<file path="src/rtl/num_sep_session_ctrl.sv">
`default_nettype none
// +----------------------------------------------------------------------------+
// | num_sep_session_ctrl                                                        |
// | Sequences one matrix-entry session through the number separator and        |
// | streams validated matrix elements downstream with row/column tags.         |
// | Revision: 1.0                                                               |
// +----------------------------------------------------------------------------+
module num_sep_session_ctrl #(
  parameter int DATA_WIDTH     = 32,
  parameter int ADDR_WIDTH     = 11,
  parameter int MAX_DIM        = 5,
  parameter int CLEAR_CYCLES   = 2,
  parameter int TIMEOUT_CYCLES = 1000000
) (
  input  logic                  clk,
  input  logic                  rst,
  input  logic                  start,
  input  logic                  abort,
  output logic                  sep_clear,
  output logic                  payload_gate,
  input  logic                  sep_done,
  input  logic                  sep_invalid,
  input  logic [10:0]           sep_num_count,
  output logic [ADDR_WIDTH-1:0] sep_rd_addr,
  input  logic [DATA_WIDTH-1:0] sep_rd_data,
  output logic [DATA_WIDTH-1:0] elem_data,
  output logic [2:0]            elem_row,
  output logic [2:0]            elem_col,
  output logic                  elem_valid,
  input  logic                  elem_ready,
  output logic                  elem_last,
  output logic [2:0]            dim_rows,
  output logic [2:0]            dim_cols,
  output logic                  busy,
  output logic                  ok,
  output logic                  err,
  output logic [1:0]            err_code
);

  localparam int CLR_W = $clog2(CLEAR_CYCLES + 1);
  localparam int TO_W  = $clog2(TIMEOUT_CYCLES + 1);
  localparam logic [CLR_W-1:0] c_CLR_LAST = CLR_W'(CLEAR_CYCLES - 1);
  localparam logic [TO_W-1:0]  c_TO_LAST  = TO_W'(TIMEOUT_CYCLES - 1);
  localparam logic signed [DATA_WIDTH-1:0] c_DIM_MIN = DATA_WIDTH'(1);
  localparam logic signed [DATA_WIDTH-1:0] c_DIM_MAX = DATA_WIDTH'(MAX_DIM);

  typedef enum logic [3:0] {
    S_IDLE  = 4'd0, S_CLEAR = 4'd1, S_WAIT  = 4'd2, S_HDR0  = 4'd3, S_HDR1 = 4'd4,
    S_HDR2  = 4'd5, S_CHECK = 4'd6, S_FETCH = 4'd7, S_LOAD  = 4'd8, S_SEND = 4'd9
  } state_t;

  state_t                  r_state, w_next;
  logic [CLR_W-1:0]        r_clr_cnt;
  logic [TO_W-1:0]         r_to_cnt;
  logic [DATA_WIDTH-1:0]   r_rows_raw, r_cols_raw, r_elem_data;
  logic [ADDR_WIDTH-1:0]   r_rd_addr;
  logic [5:0]              r_idx;
  logic [2:0]              r_row, r_col, r_elem_row, r_elem_col, r_dim_rows, r_dim_cols;
  logic                    r_elem_last, r_ok, r_err;
  logic [1:0]              r_err_code, w_err_code;
  logic                    w_ok_set, w_err_set, w_hdr_ok;
  logic [10:0]             w_expect_count;
  logic [5:0]              w_total;

  // Count check is only meaningful once both dimensions are known to be in 1..MAX_DIM.
  assign w_expect_count = 11'd2 + 11'(r_rows_raw[2:0]) * 11'(r_cols_raw[2:0]);
  assign w_hdr_ok = ($signed(r_rows_raw) >= c_DIM_MIN) && ($signed(r_rows_raw) <= c_DIM_MAX) &&
                    ($signed(r_cols_raw) >= c_DIM_MIN) && ($signed(r_cols_raw) <= c_DIM_MAX) &&
                    (sep_num_count == w_expect_count);
  assign w_total = 6'(r_dim_rows) * 6'(r_dim_cols);

  always_ff @(posedge clk or posedge rst) begin
    if (rst) r_state <= S_IDLE;
    else     r_state <= w_next;
  end

  always_comb begin
    w_next     = r_state;
    w_ok_set   = 1'b0;
    w_err_set  = 1'b0;
    w_err_code = r_err_code;
    case (r_state)
      S_IDLE: if (start && !abort) begin
        w_next     = S_CLEAR;
        w_err_code = 2'd0;
      end
      S_CLEAR: if (r_clr_cnt == c_CLR_LAST) w_next = S_WAIT;
      S_WAIT: begin
        if (sep_invalid) begin
          w_next = S_IDLE; w_err_set = 1'b1; w_err_code = 2'd1;
        end else if (sep_done) begin
          w_next = S_HDR0;
        end else if (r_to_cnt == c_TO_LAST) begin
          w_next = S_IDLE; w_err_set = 1'b1; w_err_code = 2'd3;
        end
      end
      S_HDR0:  w_next = S_HDR1;
      S_HDR1:  w_next = S_HDR2;
      S_HDR2:  w_next = S_CHECK;
      S_CHECK: begin
        if (w_hdr_ok) begin
          w_next = S_FETCH;
        end else begin
          w_next = S_IDLE; w_err_set = 1'b1; w_err_code = 2'd2;
        end
      end
      S_FETCH: w_next = S_LOAD;
      S_LOAD:  w_next = S_SEND;
      S_SEND: if (elem_ready) begin
        if (r_elem_last) begin
          w_next = S_IDLE; w_ok_set = 1'b1;
        end else begin
          w_next = S_FETCH;
        end
      end
      default: w_next = S_IDLE;
    endcase
    // Abort wins over everything and leaves no trace in ok/err/err_code.
    if (r_state != S_IDLE && abort) begin
      w_next     = S_IDLE;
      w_ok_set   = 1'b0;
      w_err_set  = 1'b0;
      w_err_code = r_err_code;
    end
  end

  always_ff @(posedge clk or posedge rst) begin
    if (rst) begin
      r_clr_cnt   <= '0;
      r_to_cnt    <= '0;
      r_rows_raw  <= '0;
      r_cols_raw  <= '0;
      r_rd_addr   <= '0;
      r_idx       <= '0;
      r_row       <= '0;
      r_col       <= '0;
      r_elem_data <= '0;
      r_elem_row  <= '0;
      r_elem_col  <= '0;
      r_elem_last <= 1'b0;
      r_dim_rows  <= '0;
      r_dim_cols  <= '0;
      r_ok        <= 1'b0;
      r_err       <= 1'b0;
      r_err_code  <= '0;
    end else begin
      r_ok       <= w_ok_set;
      r_err      <= w_err_set;
      r_err_code <= w_err_code;
      r_clr_cnt  <= (r_state == S_CLEAR) ? r_clr_cnt + 1'b1 : '0;
      r_to_cnt   <= (r_state == S_WAIT) ? r_to_cnt + 1'b1 : '0;
      case (r_state)
        S_WAIT:  r_rd_addr <= '0;
        S_HDR0:  r_rd_addr <= ADDR_WIDTH'(1);
        S_HDR1:  r_rows_raw <= sep_rd_data;
        S_HDR2:  r_cols_raw <= sep_rd_data;
        S_CHECK: if (w_next == S_FETCH) begin
          r_dim_rows <= r_rows_raw[2:0];
          r_dim_cols <= r_cols_raw[2:0];
          r_idx      <= '0;
          r_row      <= '0;
          r_col      <= '0;
          r_rd_addr  <= ADDR_WIDTH'(2);
        end
        S_LOAD: begin
          r_elem_data <= sep_rd_data;
          r_elem_row  <= r_row;
          r_elem_col  <= r_col;
          r_elem_last <= (r_idx == w_total - 6'd1);
        end
        S_SEND: if (w_next == S_FETCH) begin
          r_idx     <= r_idx + 6'd1;
          r_rd_addr <= ADDR_WIDTH'(r_idx) + ADDR_WIDTH'(3);
          if (r_col == r_dim_cols - 3'd1) begin
            r_col <= '0;
            r_row <= r_row + 3'd1;
          end else begin
            r_col <= r_col + 3'd1;
          end
        end
        default: ;
      endcase
    end
  end

  assign sep_clear    = (r_state == S_CLEAR);
  assign payload_gate = (r_state == S_WAIT);
  assign elem_valid   = (r_state == S_SEND);
  assign busy         = (r_state != S_IDLE);
  assign sep_rd_addr  = r_rd_addr;
  assign elem_data    = r_elem_data;
  assign elem_row     = r_elem_row;
  assign elem_col     = r_elem_col;
  assign elem_last    = r_elem_last;
  assign dim_rows     = r_dim_rows;
  assign dim_cols     = r_dim_cols;
  assign ok           = r_ok;
  assign err          = r_err;
  assign err_code     = r_err_code;

endmodule
`default_nettype wire
</file>
<file path="config.mk">
export PLATFORM = sky130hd
export DESIGN_NAME = num_sep_session_ctrl
export DESIGN_NICKNAME = d
export VERILOG_FILES = /design/src/rtl/num_sep_session_ctrl.sv
export SDC_FILE = /design/constraint.sdc
export NUM_CORES = 1
export LEC_CHECK = 0
export ABC_AREA = 1
export CAP_MARGIN = 15
export CORE_AREA = 2 2 143 145
export DETAILED_ROUTE_END_ITERATION = 10
export DIE_AREA = 0 0 145 147
export PLACE_DENSITY = 0.67
export REMOVE_ABC_BUFFERS = 1
export SYNTH_ARGS = -nofsm -noshare
export SYNTH_HDL_FRONTEND = slang
export SYNTH_SLANG_ARGS = --single-unit
</file>
<file path="constraint.sdc">
create_clock -name clk -period 5.8 [get_ports clk]
set_input_delay 1.16 -clock clk [delete_from_list [all_inputs] [get_ports clk]]
set_output_delay 1.16 -clock clk [all_outputs]
set_load 0.05 [all_outputs]
</file>
==> impl_metrics.yaml <==
status:
  outcome: "finished clean"
critical_path:
  path_class: "reg -> out"
  r2r-start: "r_rows_raw[1]"
  endpoint_kind: "output port"
  arrival_ps: 2680
  ff2ff_setup_slack_ps: 2520
  critPathLaunchType: "register"
  timing.rr.end: "dim_cols[1]"
  rr_worst_depth: 14
  cp.required_ps: 4640
  crit_path_max_fanout: 13
drt:
  wire_per_inst_um: 13.0
  first_iter_violations: 343
  drcViolationCount: 0
  wirelength_um: 17100
  ant_nets: 0
  vias: 6223
  firstDrtPassIters: 5
  via_per_inst: 4.71
placed_design:
  io_buffers: 109
  place_area_um2: 9070
  gp_congestion: 0.829
  place_hpwl_um: 12200
floorplanning:
  initial_utilization_pct: 39.2
  io_pins: 114
  row_count: 52
  dieWidth_um: 145
  die-area_um2: 21300
  core_um2: 19800
  die_h_um: 147
logic_synthesis:
  yosys.area_share.adder_pct: 4.31
  synthTopCellsByCount: "nand2_1 (259), dfrtp_1 (158), o21ai_0 (109)"
  synth_xor_area_share_pct: 2.59
  yosysWarnings: 0
  synth_most_common_cell: "nand2_1"
  yosys.area_share.simple_pct: 23.5
  synth_area_leaders: "dfrtp_1 (51%), nand2_1 (12%), o21ai_0 (7.0%), inv_1 (4.6%), nor2_1 (4.6%)"
  synth-seq-cells: 158
  ys.flop_type: "dfrtp_1"
  avgSynthCellArea_um2: 8.28
  synth_top_family_by_area: "simple AND/OR/NAND/NOR gates"
  synth_mux_area_share_pct: 0
  async_reset_ff_share_pct: 100
  synth_edf_count: 0
  yosysSeqAreaShare_pct: 50.8
  syn_area_um2: 7790
  ys_types: 42
  yosysTopAreaCellShare_pct: 50.8
  synth_compound_area_share_pct: 11.1
  yosys.area.top_type: "dfrtp_1"
  synthCells: 940
cts:
  cts-htree-levels: 4
  clk_latency_ps: 430
  clock-sinks: 158
  cts_hold_buffers: 0
  post_cts_buffers: 0
  cts_made_buffers: 17
  clkTransAtPathRegs_ps: 70
  cts_root_buf: "clkbuf_16"
  cts_tree: "yes"
  cts.repair.resized: 0
  cts_buffer_depth: 2
pwr:
  power.density_nw_per_um2: 482
  power.leakage_nw: 4.64
  ir_worst_vdd_mv: 0.279
timing:
  hold_viol: 0
  drv_slew: 0
  max_freq_mhz: 260
  relSlewSlack_pct: 39.6
  setup_viol: 0
  fin_skew_ps: 10.7
  rsz0062_at_grt: "false"
  fin_setup_tns_ps: 0
  finalCriticalPeriod_ps: 3840
  period_share_pct: 66.3
  worst_slew_pin_slew_ps: 906
finish:
  area_growth_pct: 24.2
  nNetsFinal: 1113
  fillers: 1947
  fin_area_um2: 9670
  ff_latch_area_um2: 3950
  multi_input_area_um2: 3250
  drive_gt1_share_pct: 7.42
global_route:
  grt_pass1_wl_um: 29300
  grt_pass1_vias: 6119
  track_usage_pct: 17.0
  grt_start_max_net_pins: 95
  overflow: 0
  antenna_found_initial: 1
worst_hold_path:
  hold_start: "r_clr_cnt[0]"
  hold_path_end: "r_clr_cnt[0]"
  whs_path_depth: 1
  hp-class: "reg -> reg"
flow_run:
  cap_violations: 0
## cell usage in the layout (no fill, tap or decap), types with 2 or more instances in the layout
cell type,instances
a21oi_1,26
a21oi_2,2
a31oi_1,2
buf_4,4
clkbuf_16,17
clkdlybuf4s50_1,109
clkinv_8,3
conb_1,4
dfrtp_1,158
fa_1,3
ha_1,22
inv_1,95
inv_2,10
inv_6,3
inv_8,7
nand2_1,258
nand2_2,7
nand3_1,29
nand3_2,2
nand4_1,18
nor2_1,95
nor2_2,5
nor2_4,2
nor3_1,11
o2111ai_1,2
o21ai_0,109
o21ai_2,7
xnor2_1,7
xor2_1,16
## registers in the layout, summed over array words and instances, names as in the netlist, 4 cells and up
signal       cells
elem_data       32
r_cols_raw      32
r_rows_raw      32
r_to_cnt        20
sep_rd_addr      7
r_idx            6
r_state          4
## logic make-up after synthesis
| family | count (synthesis) |
|---|---|
| xor gates and xnor gates | 23 |
| other | 1 |
| AOI/OAI and AO/OA | 156 |
| DFF | 158 |
| adders and majority gates | 25 |
| buffers and inverters | 143 |
| and+or+nand+nor | 434 |
## worst max path at each step
stage	to	startpoint	slack [ps]
final	payload_gate	r_state[2]	1960
after global routing	payload_gate	r_state[2]	1830
after CTS	payload_gate	r_state[2]	1960
after detailed placement	sep_rd_addr[4]	sep_num_count[6]	2340
after global placement	sep_rd_addr[1]	sep_num_count[8]	2380
after floorplan	dim_cols[0]	rst	380
## area by class of cell
type | instances | area share (%)
sequential | 158 | 40.9
multi-input combinational | 642 | 33.6
timing repair buffer | 113 | 11.6
clock buffer | 18 | 4.54
inverter | 106 | 4.17
tap | 270 | 3.49
clock inverter | 14 | 1.67
antenna | 1 | 0.0259
## through the flow
step | util (%) | setup slack, ps | std cells | hold WS (ps) | total power [W]
2_1_floorplan | - | 377 | 906 | 410 | 0.00301
3_3_place_gp | 45.7 | 2380 | 1289 | 420 | 0.00353
3_5_place_dp | 45.7 | 2340 | 1289 | 428 | 0.00357
4_1_cts | 48.7 | 1960 | 1321 | 438 | 0.00471
5_1_grt | 48.7 | 1830 | 1322 | 480 | 0.00501
6_report | 48.7 | 1960 | 1322 | 433 | 0.00466
## critical path, cell delays in order (launching register included)
cell             delay (ps)
dfrtp_1                 400
inv_2                   110
nand2_1                 120
inv_2                    70
nand2_1                 280
inv_1                   400
clkdlybuf4s50_1         870
## power by group
group | leakage, nW | internal, W | switching (W) | total, W
sequential | 1.93 | 0.00148 | 0.000275 | 0.00176
clock | 0.293 | 0.000593 | 0.000524 | 0.00112
combinational | 2.42 | 0.000630 | 0.00116 | 0.00179
## layer usage
metal | global-route usage [%] | routed length [um]
met1 | 22.0 | 8130
met2 | 28.1 | 8080
met3 | 3.60 | 631
met4 | 6.39 | 304
met5 | 0 | 0
No activity file was read; power rests on OpenSTA's default activity.
